[config.mk]
export PLATFORM = sky130hd
export DESIGN_NAME = stacking_outer_loop
export DESIGN_NICKNAME = d
export VERILOG_FILES = /design/src/rtl/stacking_outer_loop.sv
export SDC_FILE = /design/constraint.sdc
export NUM_CORES = 1
export LEC_CHECK = 0
export CAP_MARGIN = 20
export CORE_MARGIN = 8
export CORE_UTILIZATION = 43
export CTS_BUF_LIST = sky130_fd_sc_hd__clkbuf_8
export DETAILED_ROUTE_END_ITERATION = 10
export DONT_BUFFER_PORTS = 1
export PLACE_DENSITY = 0.61
export SLEW_MARGIN = 20
export SYNTH_ARGS = -nofsm -noshare
export SYNTH_HDL_FRONTEND = slang
export SYNTH_SLANG_ARGS = --single-unit
[constraint.sdc]
create_clock -name clk_i -period 3.6 [get_ports clk_i]
set_input_delay 0.54 -clock clk_i [delete_from_list [all_inputs] [get_ports clk_i]]
set_output_delay 0.54 -clock clk_i [all_outputs]
set_load 0.1 [all_outputs]
[src/rtl/stacking_outer_loop.sv]
// Outer IFM-row loop for one conv layer: issues one inner-loop run per row and hands finished output rows downstream.
// Start->first inner start 1 cycle; finish->next start 2 cycles (3 with a row handoff); WB holds until out_row_ready_i.
module stacking_outer_loop #(
  parameter int IFM_Y  = 8,
  parameter int FIL_Y  = 3,
  parameter int STEP_W = 8,
  parameter int CH_W   = 6,
  localparam int YW    = (IFM_Y > 1) ? $clog2(IFM_Y) : 1
) (
  input  logic              clk_i,
  input  logic              rst_i,
  input  logic              layer_start_i,
  input  logic [STEP_W-1:0] cfg_fil_y_step_i,
  input  logic [CH_W-1:0]   cfg_sub_channel_size_i,
  input  logic              inner_loop_finish_i,
  input  logic              out_row_ready_i,
  output logic              inner_loop_start_o,
  output logic [YW-1:0]     ifm_loop_y_idx_o,
  output logic [YW-1:0]     fil_loop_y_idx_start_o,
  output logic [YW-1:0]     fil_loop_y_idx_last_o,
  output logic [STEP_W-1:0] fil_loop_y_step_o,
  output logic [CH_W-1:0]   sub_channel_size_o,
  output logic              out_row_valid_o,
  output logic [YW-1:0]     out_row_idx_o,
  output logic              busy_o,
  output logic              layer_done_o
);

  localparam int OUT_Y = IFM_Y - FIL_Y + 1;

  typedef enum logic [2:0] {S_IDLE, S_ISSUE, S_RUN, S_WB, S_ADV, S_DONE} state_t;

  state_t            state_q;
  logic [YW-1:0]     y_q;
  logic [STEP_W-1:0] step_q;
  logic [CH_W-1:0]   ch_q;
  logic              start_q;
  logic              valid_q;
  logic              done_q;
  logic              busy_q;
  logic [YW-1:0]     fil_start;
  logic [YW-1:0]     fil_last;

  always_ff @(posedge clk_i) begin
    if (rst_i) begin
      state_q <= S_IDLE;
      y_q     <= '0;
      step_q  <= '0;
      ch_q    <= '0;
      start_q <= 1'b0;
      valid_q <= 1'b0;
      done_q  <= 1'b0;
      busy_q  <= 1'b0;
    end else begin
      start_q <= 1'b0;
      done_q  <= 1'b0;
      case (state_q)
        S_IDLE: begin
          if (layer_start_i) begin
            step_q  <= cfg_fil_y_step_i;
            ch_q    <= cfg_sub_channel_size_i;
            y_q     <= '0;
            start_q <= 1'b1;
            busy_q  <= 1'b1;
            state_q <= S_ISSUE;
          end
        end
        S_ISSUE: state_q <= S_RUN;
        S_RUN: begin
          if (inner_loop_finish_i) begin
            // A row completes an output row once the whole filter height has been seen.
            if (int'(y_q) >= FIL_Y - 1) begin
              valid_q <= 1'b1;
              state_q <= S_WB;
            end else begin
              state_q <= S_ADV;
            end
          end
        end
        S_WB: begin
          if (out_row_ready_i) begin
            valid_q <= 1'b0;
            state_q <= S_ADV;
          end
        end
        S_ADV: begin
          if (int'(y_q) == IFM_Y - 1) begin
            done_q  <= 1'b1;
            state_q <= S_DONE;
          end else begin
            y_q     <= y_q + YW'(1);
            start_q <= 1'b1;
            state_q <= S_ISSUE;
          end
        end
        S_DONE: begin
          busy_q  <= 1'b0;
          state_q <= S_IDLE;
        end
        default: state_q <= S_IDLE;
      endcase
    end
  end

  // Compare against OUT_Y-1 before subtracting so no intermediate goes negative.
  always_comb begin
    fil_start = '0;
    if (int'(y_q) > OUT_Y - 1) fil_start = YW'(int'(y_q) - (OUT_Y - 1));
    fil_last = YW'(FIL_Y - 1);
    if (int'(y_q) < FIL_Y - 1) fil_last = y_q;
  end

  assign inner_loop_start_o     = start_q;
  assign ifm_loop_y_idx_o       = y_q;
  assign fil_loop_y_idx_start_o = fil_start;
  assign fil_loop_y_idx_last_o  = fil_last;
  assign fil_loop_y_step_o      = step_q;
  assign sub_channel_size_o     = ch_q;
  assign out_row_valid_o        = valid_q;
  assign out_row_idx_o          = valid_q ? YW'(int'(y_q) - (FIL_Y - 1)) : '0;
  assign busy_o                 = busy_q;
  assign layer_done_o           = done_q;

endmodule

==> results of run 1 <==
[sequential cells by signal, summed over array words and instances (netlist names)]
name,flops
inner_loop_start_o,1
state_q,3
out_row_valid_o,1
busy_o,1
ifm_loop_y_idx_o,3
layer_done_o,1
sub_channel_size_o,6
fil_loop_y_step_o,8
[cells in the final DEF, fill, tap and decap left out, types with 2 or more instances in the layout]
cell type,n
clkbuf_8,3
inv_1,5
o21ai_0,3
nand2_1,33
nand2b_1,2
nor2b_2,2
nor3_1,2
ha_1,8
buf_4,13
a21oi_1,23
nor2_2,4
dfxtp_1,24
nor2_1,10
nand3_1,3
nor4b_2,2
and3b_1,2
mux2i_1,2
[cells by family after synthesis]
| family | Yosys count |
|---|---|
| buffers and inverters | 12 |
| muxes | 2 |
| adders and majority gates | 8 |
| and+or+nand+nor | 69 |
| DFF | 24 |
| AOI/OAI and AO/OA | 31 |
[per-stage QoR]
stage	total power, mW	area [um^2]	cells	util (%)	hold slack, ns
after CTS	0.7765	1386	187	51.15	0.3268
final	0.7677	1386	187	51.15	0.3337
after floorplan	0.5299	1201	146	-	0.6045
after global placement	0.5390	1315	183	48.52	0.6014
after global routing	0.8060	1386	187	51.15	0.3206
after detailed placement	0.5434	1315	183	48.52	0.6139
[how the worst max path moves through the flow]
stage,endpoint,cells past startpoint,slack (ns),startpoint
after detailed placement,fil_loop_y_idx_start_o[1],5,1.39,ifm_loop_y_idx_o[0]
after global placement,fil_loop_y_idx_start_o[1],5,1.44,ifm_loop_y_idx_o[0]
after CTS,fil_loop_y_idx_start_o[1],5,1.09,ifm_loop_y_idx_o[0]
after floorplan,fil_loop_y_idx_last_o[0],4,0.08,ifm_loop_y_idx_o[1]
final,fil_loop_y_idx_start_o[1],5,1.11,ifm_loop_y_idx_o[0]
after global routing,fil_loop_y_idx_start_o[2],7,1.01,ifm_loop_y_idx_o[0]
[routing by layer]
| layer | GRT usage (%) | part of all wire, % |
|---|---|---|
| met5 | 0 | 0 |
| met4 | 2.256 | 0.43 |
| met3 | 5.008 | 10 |
| met2 | 22.53 | 52 |
| met1 | 12.67 | 37 |
[layout make-up]
cell class | instances | area (um^2)
Tap cell | 31 | 38.79
Timing Repair Buffer | 13 | 97.59
Clock buffer | 3 | 41.29
Clock inverter | 1 | 30.03
Multi-Input combinational cell | 110 | 679.4
Fill cell | 269 | 1324
Sequential cell | 24 | 480.5
Inverter | 5 | 18.77
[critical path: cells and delay by family (launching register included)]
family                     cells  cell delay [ns]
buffers and inverters          3             0.81
adders and majority gates      1             0.37
DFF                            1             0.32
and+or+nand+nor                1             0.18
[power groups by stage]
| stage | clock (mW) | combinational [mW] | sequential [mW] |
|---|---|---|---|
| 2_1_floorplan | 0 | 0.0876 | 0.442 |
| 3_3_place_gp | 0 | 0.0858 | 0.453 |
| 3_5_place_dp | 0 | 0.0891 | 0.454 |
| 4_1_cts | 0.239 | 0.0894 | 0.448 |
| 5_1_grt | 0.253 | 0.102 | 0.451 |
| 6_report | 0.232 | 0.0884 | 0.448 |
==> flow_summary.toml, run 1 <==
[yosys]
ys_seq_area_share_pct = 40.17
syn_avg_cell_area_um2 = 8.193
syn_inst = 146
syn-num-nets = 173
synth_top_family_by_area = "simple AND/OR/NAND/NOR gates"
yosys.area_share.xor_xnor_pct = 0
syn_area_um2 = 1196
yosysMostFrequentCell = "nand2_1"
ys_types = 32
yosys_warnings = 0
synth_compound_area_share_pct = 14.44
synth_ff_type = "dfxtp_1"
synth_top_area_cell = "dfxtp_1"
synth_seq_cells = 24
synthSimpleGateAreaFrac_pct = 30.33
synth_common_cells = "nand2_1, dfxtp_1, a21oi_1"
synth-async-reset-ratio_pct = 0
synth_top_area_share_pct = 40.17
synthMuxAreaShare_pct = 1.674
synth-edff-count = 0
synth_adder_area_share_pct = 8.368
synthTopCellsByArea = "dfxtp_1, nand2_1, a21oi_1, ha_1, nor2_1"

[drt]
ant_nets = 0
drtIter0Drc = 41
drt-wirelength-per-cell_um = 15.02
drc = 0
dr.pass1.iters = 4
drt_wl_total_um = 2808
vias = 1013
vias_per_cell = 5.417

[power]
swShare_pct = 38.55
combPwrFrac_pct = 11.5
clock_power_share_pct = 30.2
power.leakage_nw = 0.5720
pwr-share-seq_pct = 58.3
power_switching_mw = 0.2959
vdd_ir_drop_max_v = 0.0004669
internal_power_mw = 0.4718
power_density_nw_per_um2 = 553.8

[sta]
slew_headroom_pct = 33.91
finalSetupViolations = 0
setup_ws_ns = 1.110
timing.fmax_mhz = 401.6
rsz0062_at_grt = "no"
timing.setup.tns_ns = 0
tightest_slew_ns = 0.9901
period_share_pct = 69.17
slew_viol_final = 0
hold_violations = 0
skew_ns = 0.006296
min_period_ns = 2.490

[critical_path]
reg2reg_slack_ns = 1.76
cp_cell_sequence = "buf_4, inv_1, ha_1, nor3b_4, buf_4"
cp_max_fo = 8
worst_r2r_path_depth = 7
max_stage_delay_ns = 0.37
r2r-end = "ifm_loop_y_idx_o[0]"
path_class = "reg2out"
endpoint_kind = "output pin"
cp.required_ns = 3.06
reg2reg_from = "ifm_loop_y_idx_o[0]"
slowest_stage = "ha_1"
worst_setup_path_start_kind = "flop"
cp_data_arrival_time_ns = 1.95
path_common_cell = "buf_4"

[job]
maxCapViolCount = 0

[worst_hold_path]
min_from = "rst_i"
holdPathEnd = "fil_loop_y_step_o[2]"
holdPathStages = 1
hold_path_class = "in2reg"

[floorplanning]
io_pins = 49
rows = 19
start_util_pct = 44.14
core-area_um2 = 2710
fp.dieH_um = 68.74
die_area_um2 = 4725
die-width_um = 68.74

[clocking]
clockRootBuffer = "clkbuf_8"
post_cts_resized = 0
clk_pin_slew_ns = 0.09
cts_hold_buffers = 0
clock-sinks = 24
clock_latency_ns = 0.26
cts_tree = "yes"
h-tree-depth = 1
cts_setup_buffers = 0
clock_path_buffers = 2
numCtsBuffers = 3

[cells_and_area]
num_antenna_cells = 0
num-nets-final = 184
final_layout_size_suffix_gt1_share_pct = 18.59
area_delta_synth_final_pct = 15.90

[place]
place.port_buffers = 0
post-place-ws_ns = 1.385
dpl.hpwl_um = 2136
gp_congestion = 0.8299

[grt]
track_usage_pct = 12.17
grt_max_degree = 25
grt_overflow = 0
grt_pass1_vias = 1037
grt_pass1_wl_um = 4505
antenna_found_initial = 0

[outcome]
status = "finished clean"
Note: power is estimated with default switching activity, not from simulation.
==> run 2, diff against run 1 <==
--- a/config.mk
+++ b/config.mk
@@ -11,7 +11,7 @@
 export CTS_BUF_LIST = sky130_fd_sc_hd__clkbuf_8
 export DETAILED_ROUTE_END_ITERATION = 10
 export DONT_BUFFER_PORTS = 1
-export PLACE_DENSITY = 0.61
+export PLACE_DENSITY = 0.63
 export SLEW_MARGIN = 20
 export SYNTH_ARGS = -nofsm -noshare
 export SYNTH_HDL_FRONTEND = slang
==> constraint.sdc (replaced) <==
create_clock -name clk_i -period 2.2 [get_ports clk_i]
set_input_delay 0.33 -clock clk_i [delete_from_list [all_inputs] [get_ports clk_i]]
set_output_delay 0.33 -clock clk_i [all_outputs]
set_load 0.1 [all_outputs]
==> run 2 against run 1 <==
Against the previous run:
- clock-buffer cell count up 1
- sequential share of layout area down 4.6 points
- flip-flop and latch count unchanged
- final area up 18%
- global-route usage up 0.091 points
- clock power up 24%
- clock skew down 0.0035 ns
- cell count up 9.6%
- power up 59%
- routed wire length up 0.75%
- via count up 5.5%
- register-to-register slack worse by 1.3 ns
- critical endpoint is now fil_loop_y_idx_start_o[2]
==> flow_summary.toml, run 2 (synthesis gave the netlist of run 1 again) <==
[outcome]
status = "finished clean"

[sta]
slew_viol_final = 0
timing.fmax_mhz = 476.0
min_period_ns = 2.101
slew_headroom_pct = 68.59
rsz0062_at_grt = "no"
whs_ns = 0.1224
finalSetupViolations = 0
setup_ws_ns = 0.09899
period_share_pct = 95.50
tightest_slew_ns = 0.4706
hold_violations = 0
skew_ns = 0.002760

[cells_and_area]
num_antenna_cells = 0
mostFrequentLayoutCells = "nand2_1, buf_4, a21oi_1"
layout_commonest_cell = "nand2_1"
largest_reg_flops = 8
nFillCells = 252
final_layout_size_suffix_gt1_share_pct = 31.03
num-nets-final = 202
area_delta_synth_final_pct = 36.72

[clocking]
clock_path_buffers = 2
h-tree-depth = 1
numCtsBuffers = 3
clk_pin_slew_ns = 0.08
cts_hold_buffers = 0
clock-sinks = 24
cts_setup_buffers = 0
post_cts_resized = 0
clock_latency_ns = 0.26
cts_tree = "yes"
clockRootBuffer = "clkbuf_8"

[critical_path]
cp_max_fo = 7
reg2reg_slack_ns = 0.47
cp_data_arrival_time_ns = 1.77
slowest_stage = "dfxtp_4"
r2r-end = "ifm_loop_y_idx_o[0]"
cp_cell_sequence = "inv_4, ha_1, a21oi_1, nor2_2, buf_12"
cp.required_ns = 1.87
endpoint_kind = "output pin"
worst_r2r_path_depth = 6
worst_setup_path_start_kind = "flop"
max_stage_delay_ns = 0.59
path_class = "reg2out"
reg2reg_from = "ifm_loop_y_idx_o[1]"

[drt]
drt_wl_total_um = 2829
vias = 1069
dr.pass1.iters = 4
drc = 0
drtIter0Drc = 41
ant_nets = 0
drt-wirelength-per-cell_um = 13.80
vias_per_cell = 5.215

[worst_hold_path]
holdPathStages = 1
holdPathEnd = "ifm_loop_y_idx_o[1]"
hold_path_class = "in2reg"
min_from = "rst_i"

[grt]
antenna_found_initial = 0
grt_max_degree = 25
grt_overflow = 0
grt_pass1_vias = 1041
track_usage_pct = 12.26
grt_pass1_wl_um = 4574

[power]
power.leakage_nw = 0.6763
power_density_nw_per_um2 = 744.5
vdd_ir_drop_max_v = 0.0009450

[place]
gp_congestion = 0.7962
dpl.hpwl_um = 2321
post-place-ws_ns = 0.3785
place.port_buffers = 0

[floorplanning]
core-area_um2 = 2710
die-width_um = 68.74
io_pins = 49
die_area_um2 = 4725
start_util_pct = 44.14
rows = 19
fp.dieH_um = 68.74

[job]
maxCapViolCount = 0
-- run 2: worst max-delay path, delay by kind of cell, from the launching register on --
kind            cells  cell delay [ns]
flops               1             0.59
buf+inv             2             0.27
fa+ha+maj           1             0.21
compound gates      1             0.33
simple gates        1             0.10
-- run 2: worst max path at each step --
| stage | start | to | slack (ns) | depth (start not counted) |
|---|---|---|---|---|
| 2_1_floorplan | out_row_valid_o | out_row_idx_o[1] | -0.08 | 1 |
| 3_3_place_gp | ifm_loop_y_idx_o[1] | fil_loop_y_idx_start_o[2] | 0.45 | 5 |
| 3_5_place_dp | ifm_loop_y_idx_o[1] | fil_loop_y_idx_start_o[2] | 0.38 | 5 |
| 4_1_cts | ifm_loop_y_idx_o[1] | fil_loop_y_idx_start_o[2] | 0.09 | 5 |
| 5_1_grt | ifm_loop_y_idx_o[1] | fil_loop_y_idx_start_o[2] | 0.04 | 5 |
| 6_report | ifm_loop_y_idx_o[1] | fil_loop_y_idx_start_o[2] | 0.1 | 5 |
-- run 2: stage by stage --
step | power, mW | setup TNS (ns) | utilization (%) | area, um^2 | instances
2_1_floorplan | 0.8649 | -0.2090 | - | 1262 | 146
3_3_place_gp | 0.9355 | 0 | 58.31 | 1580 | 201
3_5_place_dp | 0.9436 | 0 | 58.31 | 1580 | 201
4_1_cts | 1.230 | 0 | 60.34 | 1635 | 205
5_1_grt | 1.285 | 0 | 60.34 | 1635 | 205
6_report | 1.217 | 0 | 60.34 | 1635 | 205
-- run 2: layer usage --
| layer | track usage [%] | part of all wire (%) | vias to the layer above |
|---|---|---|---|
| met5 | 0 | 0 | - |
| met1 | 13.40 | 37 | 495 |
| met3 | 5.008 | 8.6 | 2 |
| met2 | 22.65 | 54 | 24 |
| li1 | - | - | 548 |
| met4 | 0.7519 | 0.35 | 0 |
-- run 2: where the power goes --
part / leakage, nW / switching, mW / internal [mW] / total (mW)
clock: 0.0288 / 0.129 / 0.159 / 0.288
sequential: 0.199 / 0.0230 / 0.468 / 0.491
combinational: 0.449 / 0.331 / 0.107 / 0.439
total: 0.676 / 0.483 / 0.734 / 1.22
-- run 2: cell type report --
type	count	area [um^2]	share of cell area, %
clock buffers	4	55.05	3.366
inverters	5	27.53	1.683
multi-input cells	110	701.9	42.92
flip-flops and latches	24	491.7	30.07
well taps	31	38.79	2.372
repair buffers	31	320.3	19.59
